**src/rtl/arbiter_rr_param.sv**
```systemverilog
// N-way round-robin arbiter with registered one-hot grant, grant hold while the
// owner keeps requesting, and a MAX_HOLD burst cap that forces rotation.
module arbiter_rr_param #(
  parameter int N        = 4,
  parameter int MAX_HOLD = 4,
  parameter int IW       = $clog2(N)
) (
  input  logic          clk,
  input  logic          rst_n,
  input  logic [N-1:0]  req,
  output logic [N-1:0]  gnt,
  output logic          gnt_valid,
  output logic [IW-1:0] gnt_idx
);

  localparam int            HW   = (MAX_HOLD > 0) ? $clog2(MAX_HOLD + 1) : 1;
  localparam logic [HW-1:0] HMAX = HW'(MAX_HOLD);

  typedef enum logic {IDLE, GRANT} state_t;

  state_t        state;
  logic [IW-1:0] ptr;
  logic [HW-1:0] hold_cnt;

  logic [N-1:0]  cand;
  logic [IW-1:0] win;
  logic          found;
  logic          own_req;
  logic          cap_hit;

  function automatic logic [IW-1:0] rot(input logic [IW-1:0] p, input int i);
    return IW'((int'(p) + i) % N);
  endfunction

  // In GRANT, ptr is the owner; masking it leaves only the waiting requesters.
  always_comb begin
    cand  = (state == GRANT) ? (req & ~gnt) : req;
    win   = '0;
    found = 1'b0;
    for (int i = 1; i <= N; i++) begin
      if (!found && cand[rot(ptr, i)]) begin
        found = 1'b1;
        win   = rot(ptr, i);
      end
    end
    own_req = (state == GRANT) && req[ptr];
    cap_hit = (MAX_HOLD != 0) && (hold_cnt == HMAX) && found;
  end

  always_ff @(posedge clk or negedge rst_n) begin
    if (!rst_n) begin
      state     <= IDLE;
      gnt       <= '0;
      gnt_valid <= 1'b0;
      gnt_idx   <= '0;
      ptr       <= IW'(N - 1);
      hold_cnt  <= '0;
    end else if (own_req && !cap_hit) begin
      if (MAX_HOLD != 0 && hold_cnt != HMAX)
        hold_cnt <= hold_cnt + 1'b1;
    end else if (found) begin
      // fresh grant, release handoff or forced rotation: all take the search winner
      state     <= GRANT;
      gnt       <= N'(1) << win;
      gnt_valid <= 1'b1;
      gnt_idx   <= win;
      ptr       <= win;
      hold_cnt  <= (MAX_HOLD == 0) ? '0 : HW'(1);
    end else begin
      // ptr and gnt_idx keep the last owner
      state     <= IDLE;
      gnt       <= '0;
      gnt_valid <= 1'b0;
    end
  end

endmodule

```
**config.mk**
```make
export PLATFORM = sky130hd
export DESIGN_NAME = arbiter_rr_param
export DESIGN_NICKNAME = d
export VERILOG_FILES = /design/src/rtl/arbiter_rr_param.sv
export SDC_FILE = /design/constraint.sdc
export NUM_CORES = 1
export LEC_CHECK = 0
export ABC_CLOCK_PERIOD_IN_PS = 2350
export CORE_MARGIN = 8
export CORE_UTILIZATION = 46
export CTS_CLUSTER_SIZE = 20
export DETAILED_ROUTE_END_ITERATION = 7
export PLACE_DENSITY_LB_ADDON = 0.08
export SKIP_CTS_REPAIR_TIMING = 1
export SLEW_MARGIN = 20
export SYNTH_ARGS = -nofsm -noshare
export SYNTH_HDL_FRONTEND = slang
export SYNTH_SLANG_ARGS = --single-unit
```
**constraint.sdc**
```tcl
create_clock -name clk -period 2.35 [get_ports clk]
set_clock_uncertainty 0.15 [all_clocks]
set_input_delay 0.47 -clock clk [delete_from_list [all_inputs] [get_ports clk]]
set_output_delay 0.47 -clock clk [all_outputs]
set_load 0.01 [all_outputs]
```
# Word level (Yosys, flattened, before mapping)
# Cells that the tools add are included.
classes:
  addsub: 5
  n_mul: 0
  n_div: 0
  magnitude_cmp: 5
  n_eq_ne: 3
  shift: 1
  muxes: 24
  bitwise_logic: 3
  n_reduce_logical: 13
ops:
  columns: ["cell", "n"]
  rows:
  - ["$lt A2 B3 Y1 const B", 5]
  - ["$bmux W1 S2", 5]
  - ["$mux W1", 10]
  - ["$mux W3", 3]
  - ["$mux W2", 4]
  - ["$mux W4", 2]
  - ["$logic_and A1 B1 Y1", 6]
  - ["$add A2 B1 Y2 const B", 2]
  - ["$add A2 B2 Y2 const B", 2]
  - ["$and A4 B4 Y4", 1]
  - ["$logic_not A1 Y1", 4]
  - ["$not A4 Y4", 1]
  - ["$reduce_and A2 Y1", 2]
  - ["$shl A1 B2 Y4 const A", 1]
  - ["$add A3 B1 Y3 const B", 1]
  - ["$eq A3 B3 Y1 const B", 1]
  - ["$ne A3 B3 Y1 const B", 1]
  - ["$ne A2 B1 Y1 const B", 1]
  - ["$reduce_bool A2 Y1", 1]
  - ["$not A1 Y1", 1]
totals:
  reg_bits: 12
  latch_bits: 0
  mem_bits_rw: 0
  mem_bits_ro: 0
  in_bits: 6
  out_inout_bits: 7
  elab_cells: 59
  n_memories: 0

# Logic depth before layout (Yosys ltp)
logic_depth:
  word_depth: 20
  ltp_mapped: 6
  mapped_depth_nobuf: 5

# Least setup slack after synthesis
# No wires, ideal clock.
synth_path:
  kind: "register -> register"
  start: "reg ptr[0]"
  end: "reg gnt_idx[0]"
  setup_time_ns: 0.125
  arrival_time_ns: 2.074
  t_required_ns: 2.075
  slack_ns: 0.001
  path_stages_with_launch: 7
  n_path_buf: 1
  period_less_slack_ns: 2.349
  cell_sequence: "dfstp_2 > buf_6 > mux2_2 > a221oi_4 > mux2_2 > o211a_1 > mux2_2"
synth_via:
  elab_chain_len: 18
  elab_cells_between_ends: 34
  cone_classes: "4 x add/sub; 18 x mux; 1 x bitwise; 11 x reduce/logical"
synth_rtl:
  columns: ["element", "line_no", "source"]
  rows:
  - ["from (decl)", "22", "logic [IW-1:0] ptr;"]
  - ["from (signal assigned)", "56", "ptr <= IW'(N - 1);"]
  - ["from (signal assigned)", "67", "ptr <= win;"]
  - ["$add A2 B1 Y2", "32", "return IW'((int'(p) + i) % N);"]
  - ["$bmux W1 S2", "41", "if (!found && cand[rot(ptr, i)]) begin"]
  - ["$mux W1 (not written as such)", "41", null]
  - ["$mux W1", "41", null]
  - ["$logic_not A1 Y1", "41", null]
  - ["$logic_and A1 B1 Y1", "41", null]
  - ["$mux W1", "41", null]
  - ["$logic_not A1 Y1", "41", null]
  - ["[... 2 more ...]", null, null]
  - ["$logic_not A1 Y1", "41", null]
  - ["$logic_and A1 B1 Y1", "41", null]
  - ["$mux W1", "41", null]
  - ["$logic_and A1 B1 Y1", "47", "cap_hit = (MAX_HOLD != 0) && (hold_cnt == HMAX) && found;"]
  - ["$logic_not A1 Y1", "58", "end else if (own_req && !cap_hit) begin"]
  - ["$logic_and A1 B1 Y1", "58", null]
  - ["$not A1 Y1 (no source line)", null, null]
  - ["$reduce_and A2 Y1 (no source line)", null, null]
  - ["to (signal assigned)", "66", "gnt_idx <= win;"]
  - ["to (decl)", "13", "output logic [IW-1:0] gnt_idx"]
# Several ways; a longest one is shown, not always the timed one. The select of a mux whose other input is x is not followed.
# A chain may end at the register's enable or synchronous reset.

# Final worst setup path
# Ends and elaborated chain as after synthesis.

==> run metrics <==
Core Util, Final between 60 and 70%; row count 15; Final Cycle Share a little over nine tenths; post-synth net total 86; number of max-cap violations 0; drt first pass iters 4; drc violations 0; yosys warns 0; syn_area_per_cell between 10 and 15 sq um; Num Clock Sinks 12; post-route cell area between 0.001 and 0.0015 sq mm; post-DP HPWL roughly 1400 um; share of layout cells above drive strength 1 30.2%; Vias 707; Worst Hold Class flip-flop to flip-flop; vias per cell approximately 5.4; arrival time at the worst endpoint between 2000 and 2500 ps; Most Crowded Layer GR met2; full die area ~0.0034 sq mm; later-pin clock latency in the skew report roughly 270 ps; area leader, netlist dfrtp_1; IO Count 13; starting density of the core 48.1%; Unique masters post-synth 37; vias in the first global route around 720; CP max FO 3; initial drt markers 6; Die W a little under 60 um; pwr dens approximately 1300 mW/mm^2; clock-pin slew on the worst setup and hold paths approximately 70 ps; Cell Area, Placed between 0.001 and 0.0015 sq mm; nets 115; cells after synthesis just under 80; ANT cells 0; routability cong. around 0.85; TritonCTS buffer count 3; largest net degree at the start of global routing 13; met1 Use GR 12.9%; IO buf count 12; crit path launch type flip-flop; clk buf depth 2; crit path kind flip-flop to flip-flop; Tot GR Track Use a little under an eighth; peak supply drop 0.885 mV; placed cell count 126; met3 Track Usage GR 2.65%; Synth top area share between 30% and 40%; post-synthesis sequential area ratio between 30% and 40%; Remaining Overflow, GRT 0; fin. max-slew vios 0; Slew HR roughly 65%; RSZ-0062 raised after global routing no; CTS tree yes; die height 58.3 um; CTS H-tree depth 1; register bit total from synthesis 12; Detail Route Antenna Nets 0; initial antenna violation count 0; Leak approximately 0.5 nW; final WL between 1500 and 2000 um; Post-Layout Cell Count about 130; post-layout min period 2280 ps; Core ar. between 0.0015 and 0.002 sq mm; setup violators final 0; fmax 439 MHz; post-synthesis cell area around 820 sq um; Hold Fails Final Rpt 0; P&R area growth vs syn 34.7%; root buffer cell clkbuf_4; met2 Use GR 20.3%; top post-synthesis cells by area dfrtp_1 (30%), dfstp_2 (6.4%), mux2_2 (5.5%); WL per Instance about 14 um; measured slew at the worst slew-check pin 530 ps; first-pass GRT wire length 3150 um; CP endpoint kind flip-flop; Worst EP required roughly 2400 ps; outcome complete, no violations
power by group:
part           switching (W)  internal (W)
clock              0.0000665     0.0000941
combinational       0.000398      0.000526
sequential         0.0000983      0.000309
synth_stat cells:
library cell / n
a211o_1: 2
a21boi_0: 2
a21o_1: 3
a21oi_1: 2
a221oi_1: 1
a221oi_4: 1
a22o_1: 1
a22o_2: 1
a31oi_1: 1
a32oi_1: 2
and2_2: 1
and3b_1: 1
buf_6: 2
dfrtp_1: 10
dfstp_2: 2
ha_1: 2
inv_1: 6
mux2_2: 4
mux2_4: 1
mux2i_1: 3
mux4_1: 1
nand2_1: 7
nand2b_1: 1
nand3_1: 1
nand4_1: 1
nor2_1: 3
nor2b_1: 2
nor3_1: 1
nor3_2: 1
o211a_1: 1
o211ai_1: 2
o21a_1: 1
o21ai_0: 3
o21bai_1: 1
o221a_2: 1
o2bb2ai_1: 2
o31ai_1: 1
kinds of logic (layout without fill, tap and decap cells):
family / after synthesis / in the layout / share of synthesized area, %
multiplexers: 9 / 9 / 14.2
adder cells (fa/ha/maj): 2 / 2 / 3.04
AO/OA/AOI/OAI: 28 / 28 / 28.5
buffers and inverters: 8 / 36 / 5.48
AND/OR/NAND/NOR: 19 / 19 / 12.0
flip-flops: 12 / 12 / 36.8
worst max-delay path, cell delays in order (launching register included):
cell and delay, ps:
dfstp_2 570, mux2_2 360, a221oi_4 250, mux2_4 330, o211a_1 240, mux2_2 260
metal layers:
metal,up-vias,share of wire (%)
met2,10,47
li1,356,-
met1,339,48
met5,-,0
met4,0,0.87
met3,2,4.3
sequential cells by signal, summed over array words and instances (netlist names):
name      flops
gnt           4
state         1
ptr           2
hold_cnt      3
gnt_idx       2
path summary, 6_finish.rpt:
path | end | slack, ps | startpoint | depth (start not counted)
max in group asynchronous | ptr[0]$_DFFE_PN1P_ | 1290 | rst_n | 1
max reg2reg | gnt_idx[0]$_DFFE_PN0P_ | 70 | ptr[0]$_DFFE_PN1P_ | 5
max | gnt_idx[0]$_DFFE_PN0P_ | 70 | ptr[0]$_DFFE_PN1P_ | 5
min in group asynchronous | hold_cnt[1]$_DFFE_PN0P_ | 400 | rst_n | 1
min | gnt_idx[1]$_DFFE_PN0P_ | 330 | gnt_idx[1]$_DFFE_PN0P_ | 1
min reg2reg | gnt_idx[1]$_DFFE_PN0P_ | 330 | gnt_idx[1]$_DFFE_PN0P_ | 1
cells in the final DEF (no fill, tap or decap), types with 2 or more instances in the layout:
cell and n:
a21boi_0 2, o211ai_1 2, ha_1 2, dfstp_2 2, o21ai_0 3, o2bb2ai_1 2
a32oi_1 2, nand2_1 6, nor2_1 3, inv_1 6, a21o_1 3, nor2b_1 2
clkdlybuf4s50_1 12, mux2_4 2, dfrtp_1 10, a211o_1 2, buf_4 13, a21oi_1 2
mux2_2 3, mux2i_1 3, clkbuf_4 3
per-stage QoR:
stage / TNS [ps] / hold slack [ps] / power (W) / setup WS (ps)
floorplan: 0 / 24.4 / 0.000955 / 0.971
global placement: -605 / 313 / 0.00129 / -114
detailed placement: -550 / 315 / 0.00130 / -144
CTS: 0 / 333 / 0.00148 / 25.6
global route: 0 / 361 / 0.00161 / 19.0
finish: 0 / 327 / 0.00149 / 74.4
area by class of cell:
type                       instances  area [sq um]
timing repair buffer              26           238
tap                               25          31.3
fill                             156           601
multi-input combinational         58           477
inverter                           6          22.5
sequential                        12           303
clock buffer                       4          36.3
No activity file was read; power rests on OpenSTA's default activity.
